### config.mk
export PLATFORM = sky130hd
export DESIGN_NAME = round_scorekeeper
export DESIGN_NICKNAME = d
export VERILOG_FILES = /design/src/rtl/round_scorekeeper.sv
export SDC_FILE = /design/constraint.sdc
export NUM_CORES = 1
export LEC_CHECK = 0
export BUFFER_PORTS_ARGS = -buffer_cell sky130_fd_sc_hd__buf_2
export CAP_MARGIN = 20
export CORE_MARGIN = 4
export CORE_UTILIZATION = 51
export DETAILED_ROUTE_END_ITERATION = 7
export PLACE_DENSITY = 0.82
export SETUP_SLACK_MARGIN = 0.4
export SLEW_MARGIN = 10
export SYNTH_ARGS = -nofsm -noshare
export SYNTH_HDL_FRONTEND = slang
export SYNTH_SLANG_ARGS = --single-unit
### constraint.sdc
create_clock -name clk -period 2.2 [get_ports clk]
set_input_delay 0.33 -clock clk [delete_from_list [all_inputs] [get_ports clk]]
set_output_delay 0.33 -clock clk [all_outputs]
set_load 0.02 [all_outputs]
### src/rtl/round_scorekeeper.sv
// Match scorekeeper behind the light-field game: scores win-flag rises, holds, pulses round_reset.
// Optional 7-segment score display with winner blink is enabled by defining SCOREKEEPER_SEVSEG_EN.
module round_scorekeeper #(
  parameter int HOLD_CYCLES  = 50_000_000,
  parameter int CLEAR_CYCLES = 2,
  parameter int MAX_SCORE    = 7
) (
  input  logic       clk,
  input  logic       Reset_n,
  input  logic       p1_win,
  input  logic       p2_win,
  output logic       round_reset,
  output logic [2:0] p1_score,
  output logic [2:0] p2_score,
  output logic [1:0] winner,
  output logic       game_over,
  output logic [6:0] HEX0,
  output logic [6:0] HEX1
);

  localparam int CMAX = (HOLD_CYCLES > CLEAR_CYCLES) ? HOLD_CYCLES : CLEAR_CYCLES;
  localparam int CW   = $clog2(CMAX + 1);
  localparam logic [CW-1:0] HOLD_LAST  = CW'(HOLD_CYCLES - 1);
  localparam logic [CW-1:0] CLEAR_LAST = CW'(CLEAR_CYCLES - 1);
  localparam logic [2:0]    MAX_S      = 3'(MAX_SCORE);

  typedef enum logic [1:0] {
    ST_PLAY  = 2'd0,
    ST_HOLD  = 2'd1,
    ST_CLEAR = 2'd2,
    ST_DONE  = 2'd3
  } state_t;

  state_t        r_state, w_state_nxt;
  logic [CW-1:0] r_cnt, w_cnt_nxt;
  logic [2:0]    r_p1, r_p2, w_p1_nxt, w_p2_nxt;
  logic [1:0]    r_winner, w_winner_nxt;
  logic          r_p1_prev, r_p2_prev, r_round_reset, r_game_over;
  logic          w_p1_rise, w_p2_rise;

  assign w_p1_rise = p1_win & ~r_p1_prev;
  assign w_p2_rise = p2_win & ~r_p2_prev;

`ifdef SCOREKEEPER_SEVSEG_EN
  logic       r_blank, w_blank_nxt;
  logic [6:0] r_hex0, r_hex1, w_hex0_nxt, w_hex1_nxt;

  function automatic logic [6:0] f_seg7(input logic [2:0] d);
    case (d)
      3'd0:    f_seg7 = 7'b1000000;
      3'd1:    f_seg7 = 7'b1111001;
      3'd2:    f_seg7 = 7'b0100100;
      3'd3:    f_seg7 = 7'b0110000;
      3'd4:    f_seg7 = 7'b0011001;
      3'd5:    f_seg7 = 7'b0010010;
      3'd6:    f_seg7 = 7'b0000010;
      3'd7:    f_seg7 = 7'b1111000;
      default: f_seg7 = 7'b1111111;
    endcase
  endfunction
`endif

  // Next-state, scoring and counter logic
  always_comb begin
    w_state_nxt  = r_state;
    w_cnt_nxt    = r_cnt;
    w_p1_nxt     = r_p1;
    w_p2_nxt     = r_p2;
    w_winner_nxt = r_winner;
`ifdef SCOREKEEPER_SEVSEG_EN
    w_blank_nxt  = r_blank;
`endif
    case (r_state)
      ST_PLAY: begin
        w_cnt_nxt = '0;
        if (w_p1_rise & w_p2_rise) begin
          w_winner_nxt = 2'b00;
          w_state_nxt  = ST_HOLD;
        end else if (w_p1_rise) begin
          w_winner_nxt = 2'b01;
          w_p1_nxt     = (r_p1 == MAX_S) ? r_p1 : r_p1 + 3'd1;
          w_state_nxt  = ST_HOLD;
        end else if (w_p2_rise) begin
          w_winner_nxt = 2'b10;
          w_p2_nxt     = (r_p2 == MAX_S) ? r_p2 : r_p2 + 3'd1;
          w_state_nxt  = ST_HOLD;
        end else begin
          w_state_nxt  = ST_PLAY;
        end
      end
      ST_HOLD: begin
        if (r_cnt == HOLD_LAST) begin
          w_cnt_nxt = '0;
          if ((r_p1 == MAX_S) || (r_p2 == MAX_S)) begin
            w_state_nxt = ST_DONE;
          end else begin
            w_state_nxt = ST_CLEAR;
          end
        end else begin
          w_cnt_nxt = r_cnt + CW'(1);
        end
      end
      ST_CLEAR: begin
        if (r_cnt == CLEAR_LAST) begin
          w_cnt_nxt   = '0;
          w_state_nxt = ST_PLAY;
        end else begin
          w_cnt_nxt = r_cnt + CW'(1);
        end
      end
      ST_DONE: begin
`ifdef SCOREKEEPER_SEVSEG_EN
        // Counter is reused as the blink period timer once the match is over
        if (r_cnt == HOLD_LAST) begin
          w_cnt_nxt   = '0;
          w_blank_nxt = ~r_blank;
        end else begin
          w_cnt_nxt = r_cnt + CW'(1);
        end
`else
        w_cnt_nxt = r_cnt;
`endif
      end
      default: begin
        w_state_nxt = ST_PLAY;
        w_cnt_nxt   = '0;
      end
    endcase
  end

`ifdef SCOREKEEPER_SEVSEG_EN
  // Display contents derived from next-cycle scores so HEX lines up with the score outputs
  always_comb begin
    w_hex0_nxt = f_seg7(w_p1_nxt);
    w_hex1_nxt = f_seg7(w_p2_nxt);
    if ((w_state_nxt == ST_DONE) && w_blank_nxt) begin
      if (w_winner_nxt == 2'b01) begin
        w_hex0_nxt = 7'b1111111;
      end else if (w_winner_nxt == 2'b10) begin
        w_hex1_nxt = 7'b1111111;
      end else begin
        w_hex0_nxt = f_seg7(w_p1_nxt);
      end
    end else begin
      w_hex1_nxt = f_seg7(w_p2_nxt);
    end
  end

  // Display registers
  always_ff @(posedge clk or negedge Reset_n) begin
    if (!Reset_n) begin
      r_blank <= 1'b0;
      r_hex0  <= 7'b1000000;
      r_hex1  <= 7'b1000000;
    end else begin
      r_blank <= w_blank_nxt;
      r_hex0  <= w_hex0_nxt;
      r_hex1  <= w_hex1_nxt;
    end
  end

  assign HEX0 = r_hex0;
  assign HEX1 = r_hex1;
`else
  assign HEX0 = 7'b1111111;
  assign HEX1 = 7'b1111111;
`endif

  // State, score and registered control outputs
  always_ff @(posedge clk or negedge Reset_n) begin
    if (!Reset_n) begin
      r_state       <= ST_PLAY;
      r_cnt         <= '0;
      r_p1          <= 3'd0;
      r_p2          <= 3'd0;
      r_winner      <= 2'b00;
      r_p1_prev     <= 1'b0;
      r_p2_prev     <= 1'b0;
      r_round_reset <= 1'b0;
      r_game_over   <= 1'b0;
    end else begin
      r_state       <= w_state_nxt;
      r_cnt         <= w_cnt_nxt;
      r_p1          <= w_p1_nxt;
      r_p2          <= w_p2_nxt;
      r_winner      <= w_winner_nxt;
      r_p1_prev     <= p1_win;
      r_p2_prev     <= p2_win;
      r_round_reset <= (w_state_nxt == ST_CLEAR);
      r_game_over   <= (w_state_nxt == ST_DONE);
    end
  end

  assign round_reset = r_round_reset;
  assign p1_score    = r_p1;
  assign p2_score    = r_p2;
  assign winner      = r_winner;
  assign game_over   = r_game_over;

endmodule

# Yosys cells after proc, flatten, opt, wreduce, memory -nomap -nowiden
# Index checks and enable logic that the tools add are counted.
[totals]
register_bits = 40
[classes]
addsub = 3
n_eq_ne = 9
mux = 13
bitwise_logic = 9
n_reduce_logical = 6
[op_table]
columns = ["operator", "count"]
rows = [
  ["$pmux W26 S3", 1],
  ["$mux W26", 2],
  ["$add A26 B1 Y26 const B", 1],
  ["$eq A26 B1 Y1 const B", 1],
  ["$eq A26 B26 Y1 const B", 1],
  ["$mux W2", 5],
  ["$eq A2 B2 Y1 const B", 4],
  ["$add A3 B1 Y3 const B", 2],
  ["$eq A3 B3 Y1 const B", 2],
  ["$not A1 Y1", 6],
  ["$pmux W2 S3", 1],
  ["$reduce_and A5 Y1", 1],
  ["$mux W1", 4],
  ["$reduce_and A4 Y1", 1],
  ["$and A1 B1 Y1", 3],
  ["$reduce_bool A3 Y1", 1],
  ["$eq A2 B1 Y1 const B", 1],
  ["$logic_not A2 Y1", 1],
  ["$reduce_and A2 Y1", 1],
  ["$logic_or A1 B1 Y1", 1],
]

# Longest topological paths before layout
[logic_depth]
ltp_word = 7
mapped_depth = 9

# Worst setup path before layout
# Ideal clock, no wire load.
[synth_timing]
path_kind = "reg-to-reg"
startpoint = "register r_cnt[0]"
endpoint = "register r_cnt[11]"
setup_time_ns = 0.066
arrival_time_ns = 1.827
setup_slack_ns = 0.307
stages_incl_launch_ff = 8
path_buffers = 1
cell_sequence = "dfrtp_1 -> ha_1 -> and4_4 -> and4_1 -> a21boi_4 -> buf_2 -> o221ai_1 -> nand2_1"
[synth_between]
elab_chain_len = 3
elab_cells_between_ends = 6
[synth_lines]
columns = ["element", "line", "text"]
rows = [
  ["start, declared", "35", "logic [CW-1:0] r_cnt, w_cnt_nxt;"],
  ["start signal, assigned", "183", "r_cnt <= w_cnt_nxt;"],
  ["$add A26 B1 Y26 (tied with other cells)", "100, 108", ""],
  ["$mux W26, on equally long branches", "104, 92", ""],
  ["$pmux W26 S3 (*)", "73", "case (r_state)"],
]
# Every way passes the cells marked *; elsewhere a longest branch is shown, timed or not.
# A chain may end at the register's enable or synchronous reset.

# Worst setup path in the final report
[layout_timing]
startpoint = "register r_cnt[7]"
endpoint = "register r_cnt[25]"
# The elaborated chain is that of the path after synthesis.

==> key figures <==
Synthesis
  • Top cells by area, synth: dfrtp_1, nand2_1, ha_1
  • Asr flop ratio synth: between 90% and 100%
  • Library cells used by synthesis: 55
  • Synth Area in Simple Gates: a little over a quarter
  • Sequential area share after synthesis: between 30 and 40%
  • Largest family of logic cells by synthesized area: simple AND/OR/NAND/NOR gates
  • XOR/XNOR share of the synthesized area: just under 2%
  • Cell taking the most area after synthesis: dfrtp_1
  • #FFs+latches synth: 40
  • Post-synth top area share: between 30% and 40%
  • Ys Warns: 0
  • Synth Area per Inst: between 9 and 10 sq um
  • Syn Std Cell Area: between 2000 and 3000 sq um
  • Mux cell area share after synthesis: 1.67%
  • EDFF count, synth: 0
  • Synth Area in Adders: about 5.1%
  • Syn Inst Count: 286
  • Compound-Gate Fraction of Synth Area: 18.0%
  • Synth Flop Type: dfrtp_1

Placed design
  • DP Area: 2810 sq um
  • Post-DP HPWL: approximately 4.3 mm
  • Port Buf Inserts: 13
  • # placed instances: approximately 370
  • Setup WS pre-CTS: 0.126 ns
  • Final RePlAce weighted congestion: roughly 0.9

Global routing
  • Global-route wire length before repair: between 10 and 15 mm
  • Grt met3 use: under 10%
  • Vias in the first global route: ~2300
  • Largest net degree at the start of global routing: 27
  • GRT overflow: 0
  • GR peak layer: met2
  • GR Util met1: 29.6%
  • M2 GR Usage: around 37%
  • Total global routing track utilization: a little under a quarter
  • Initial antenna violation count: 0

Die
  • Starting density of the core: a little over half
  • Die footprint: between 6000 and 7000 sq um
  • Die Height: around 80 um
  • Core area: 5110 sq um
  • IO Pins: 28
  • Die W: 80.8 um
  • Row cnt: 26

Finish
  • Most common cell after layout, fill and taps aside: nand2_1
  • Fill cells: roughly 400
  • Share of cells above drive strength 1: 34.6%
  • Commonest non-fill, non-tap cells in the layout: nand2_1, dfrtp_1, buf_4
  • Design area: roughly 3300 sq um
  • Area grow syn2layout: 22.4%
  • Diode count: 0
  • Post-layout util: around two thirds
  • Layout Nets: around 340
  • Layout Cells excl Fill: between 300 and 400

CTS
  • CTS buffer count: 5
  • Worst skew pair latency: about 0.30 ns
  • Clock Path Buffers: 2
  • Max H-tree Level: 2
  • Clock sinks: 40
  • TritonCTS clock tree: done
  • CTS root buf: clkbuf_8
  • Worst-path clk slew: ~0.090 ns

STA
  • Final period utilization: slightly below 90%
  • Min setup slack post-route: roughly 0.27 ns
  • Final min period: between 1.5 and 2 ns
  • Finish-stage setup viols: 0
  • Peak Freq: a little over 500 MHz
  • Clock Skews: between 0.005 and 0.006 ns
  • Pins Over Slew Limit: 0
  • RSZ-0062 raised after global routing: true
  • Final hold viol count: 0
  • Final TNS setup: 0 ns
  • Hold WS: approximately 0.14 ns
  • Worst slew pin tran: about 0.51 ns
  • Worst relative slew slack: approximately two thirds

Detailed routing
  • DRT Pass-1 Iters: 5
  • 1st-iter DRT viols: around 190
  • Final ANT Viol Nets: 0
  • Wire per inst: 18.3 um
  • Drt via density: ~6.3
  • Routed wire length: around 7.3 mm
  • DRC: 0
  • Routed via count: 2506

Setup path
  • Setup Crit Path Kind: flip-flop to flip-flop
  • Worst endpoint required time: roughly 2.4 ns
  • R2r endpoint: r_cnt[25]$_DFFE_PN0P_
  • R2r worst-path depth: 6
  • Crit-path max FO: 6
  • CP Capture Type: flip-flop
  • R2R Setup Slk: 0.27 ns
  • Worst R2R Start: r_cnt[7]$_DFFE_PN0P_
  • Arr. time, crit path: 2.17 ns
  • Worst setup SP type: flip-flop

Flow run
  • Max-Cap Viols: 0

Min path
  • Worst hold path cell count: 1
  • Worst hold endpoint: r_p1_prev$_DFF_PN0_
  • Worst Min Path Start: p1_win
  • Worst Hold Class: input pin to flip-flop

Outcome
  • Status: finished, final reports clean

Pwr
  • Pwr dens: about 430 nW/um^2
  • Final Power: approximately 1.4 mW
  • Static leakage: around 1.5 nW
  • Worst ir drop on vdd: ~0.26 mV
-- sequential cells by signal, summed over array words and instances, names as in the netlist --
name	flops
r_cnt	26
p1_score	3
p2_score	3
r_state	2
winner	2
game_over	1
r_p1_prev	1
r_p2_prev	1
round_reset	1
-- how the worst max path moves through the flow --
| stage | from | to | slack, ns | depth (start not counted) |
|---|---|---|---|---|
| 3_3_place_gp | r_cnt[1]$_DFFE_PN0P_ | r_cnt[22]$_DFFE_PN0P_ | 0.17 | 8 |
| 4_1_cts | r_cnt[1]$_DFFE_PN0P_ | r_cnt[22]$_DFFE_PN0P_ | 0.34 | 8 |
| 3_5_place_dp | r_cnt[1]$_DFFE_PN0P_ | r_cnt[22]$_DFFE_PN0P_ | 0.13 | 8 |
| 2_1_floorplan | r_cnt[0]$_DFFE_PN0P_ | r_cnt[22]$_DFFE_PN0P_ | 0.35 | 6 |
| 5_1_grt | r_cnt[1]$_DFFE_PN0P_ | r_cnt[19]$_DFFE_PN0P_ | 0.21 | 8 |
| 6_report | r_cnt[7]$_DFFE_PN0P_ | r_cnt[25]$_DFFE_PN0P_ | 0.27 | 6 |
-- layer usage --
layer / wire [um] / up-vias
li1: - / 1113
met1: 2980 / 1230
met2: 3590 / 133
met3: 431 / 30
met4: 253 / 0
met5: 0 / -
-- cell type report --
type / instances / area, sq um / share of cell area [%]
Sequential cell: 40 / 1020 / 30.7
Multi-Input combinational cell: 222 / 1670 / 50.4
Clock buffer: 5 / 68.8 / 2.08
Clock inverter: 3 / 46.3 / 1.40
Tap cell: 70 / 87.6 / 2.65
Timing Repair Buffer: 47 / 387 / 11.7
Inverter: 10 / 37.5 / 1.13
-- what timing repair did --
action,in CTS,in global routing
setup endpoints to repair,30,30
buffers inserted,8,9
pin swaps,11,11
gates resized for setup,29,30
hold buffers,1,0
endpoints found under the hold margin,13,0
gates cloned,2,0
-- kinds of logic (layout without fill, tap and decap cells) --
kind of cell    Yosys count  after routing
fa+ha+maj                11             11
mux                       4              4
xor+xnor                  6              6
flops                    40             40
compound gates           58             59
simple gates            128            128
other cells               1             14
buf+inv                  38             65
-- where the power goes --
part / internal (mW) / total, mW / switching, mW
clock network: 0.342 / 0.635 / 0.293
logic: 0.00661 / 0.0470 / 0.0404
registers: 0.736 / 0.737 / 0.000539
total: 1.08 / 1.42 / 0.334
-- critical path: stages, from the launching register on --
cell and delay [ns]:
dfrtp_1 0.40, buf_4 0.16, and4_4 0.26, nand4_1 0.26, nor4_1 0.49, o221ai_2 0.20, nand2_1 0.09
-- cells in the mapped netlist (3+ instances only) --
cell type   n
nor4_1      7
buf_6       4
inv_1      10
nand4_1     7
clkbuf_1    5
and2_2      3
mux2_2      4
a21oi_1     5
nor2b_1     4
nand2_1    49
o2111ai_1   6
a21boi_0    4
nor3_1      6
and2_1      3
nor2_1     13
ha_1       11
o31a_1      3
o221ai_1   14
buf_4      14
and3_1      4
o21ai_0     6
xnor2_1     5
and4_1      8
dfrtp_1    40
o211ai_1    7
nand3_1    11
No activity file was read; power rests on OpenSTA's default activity.
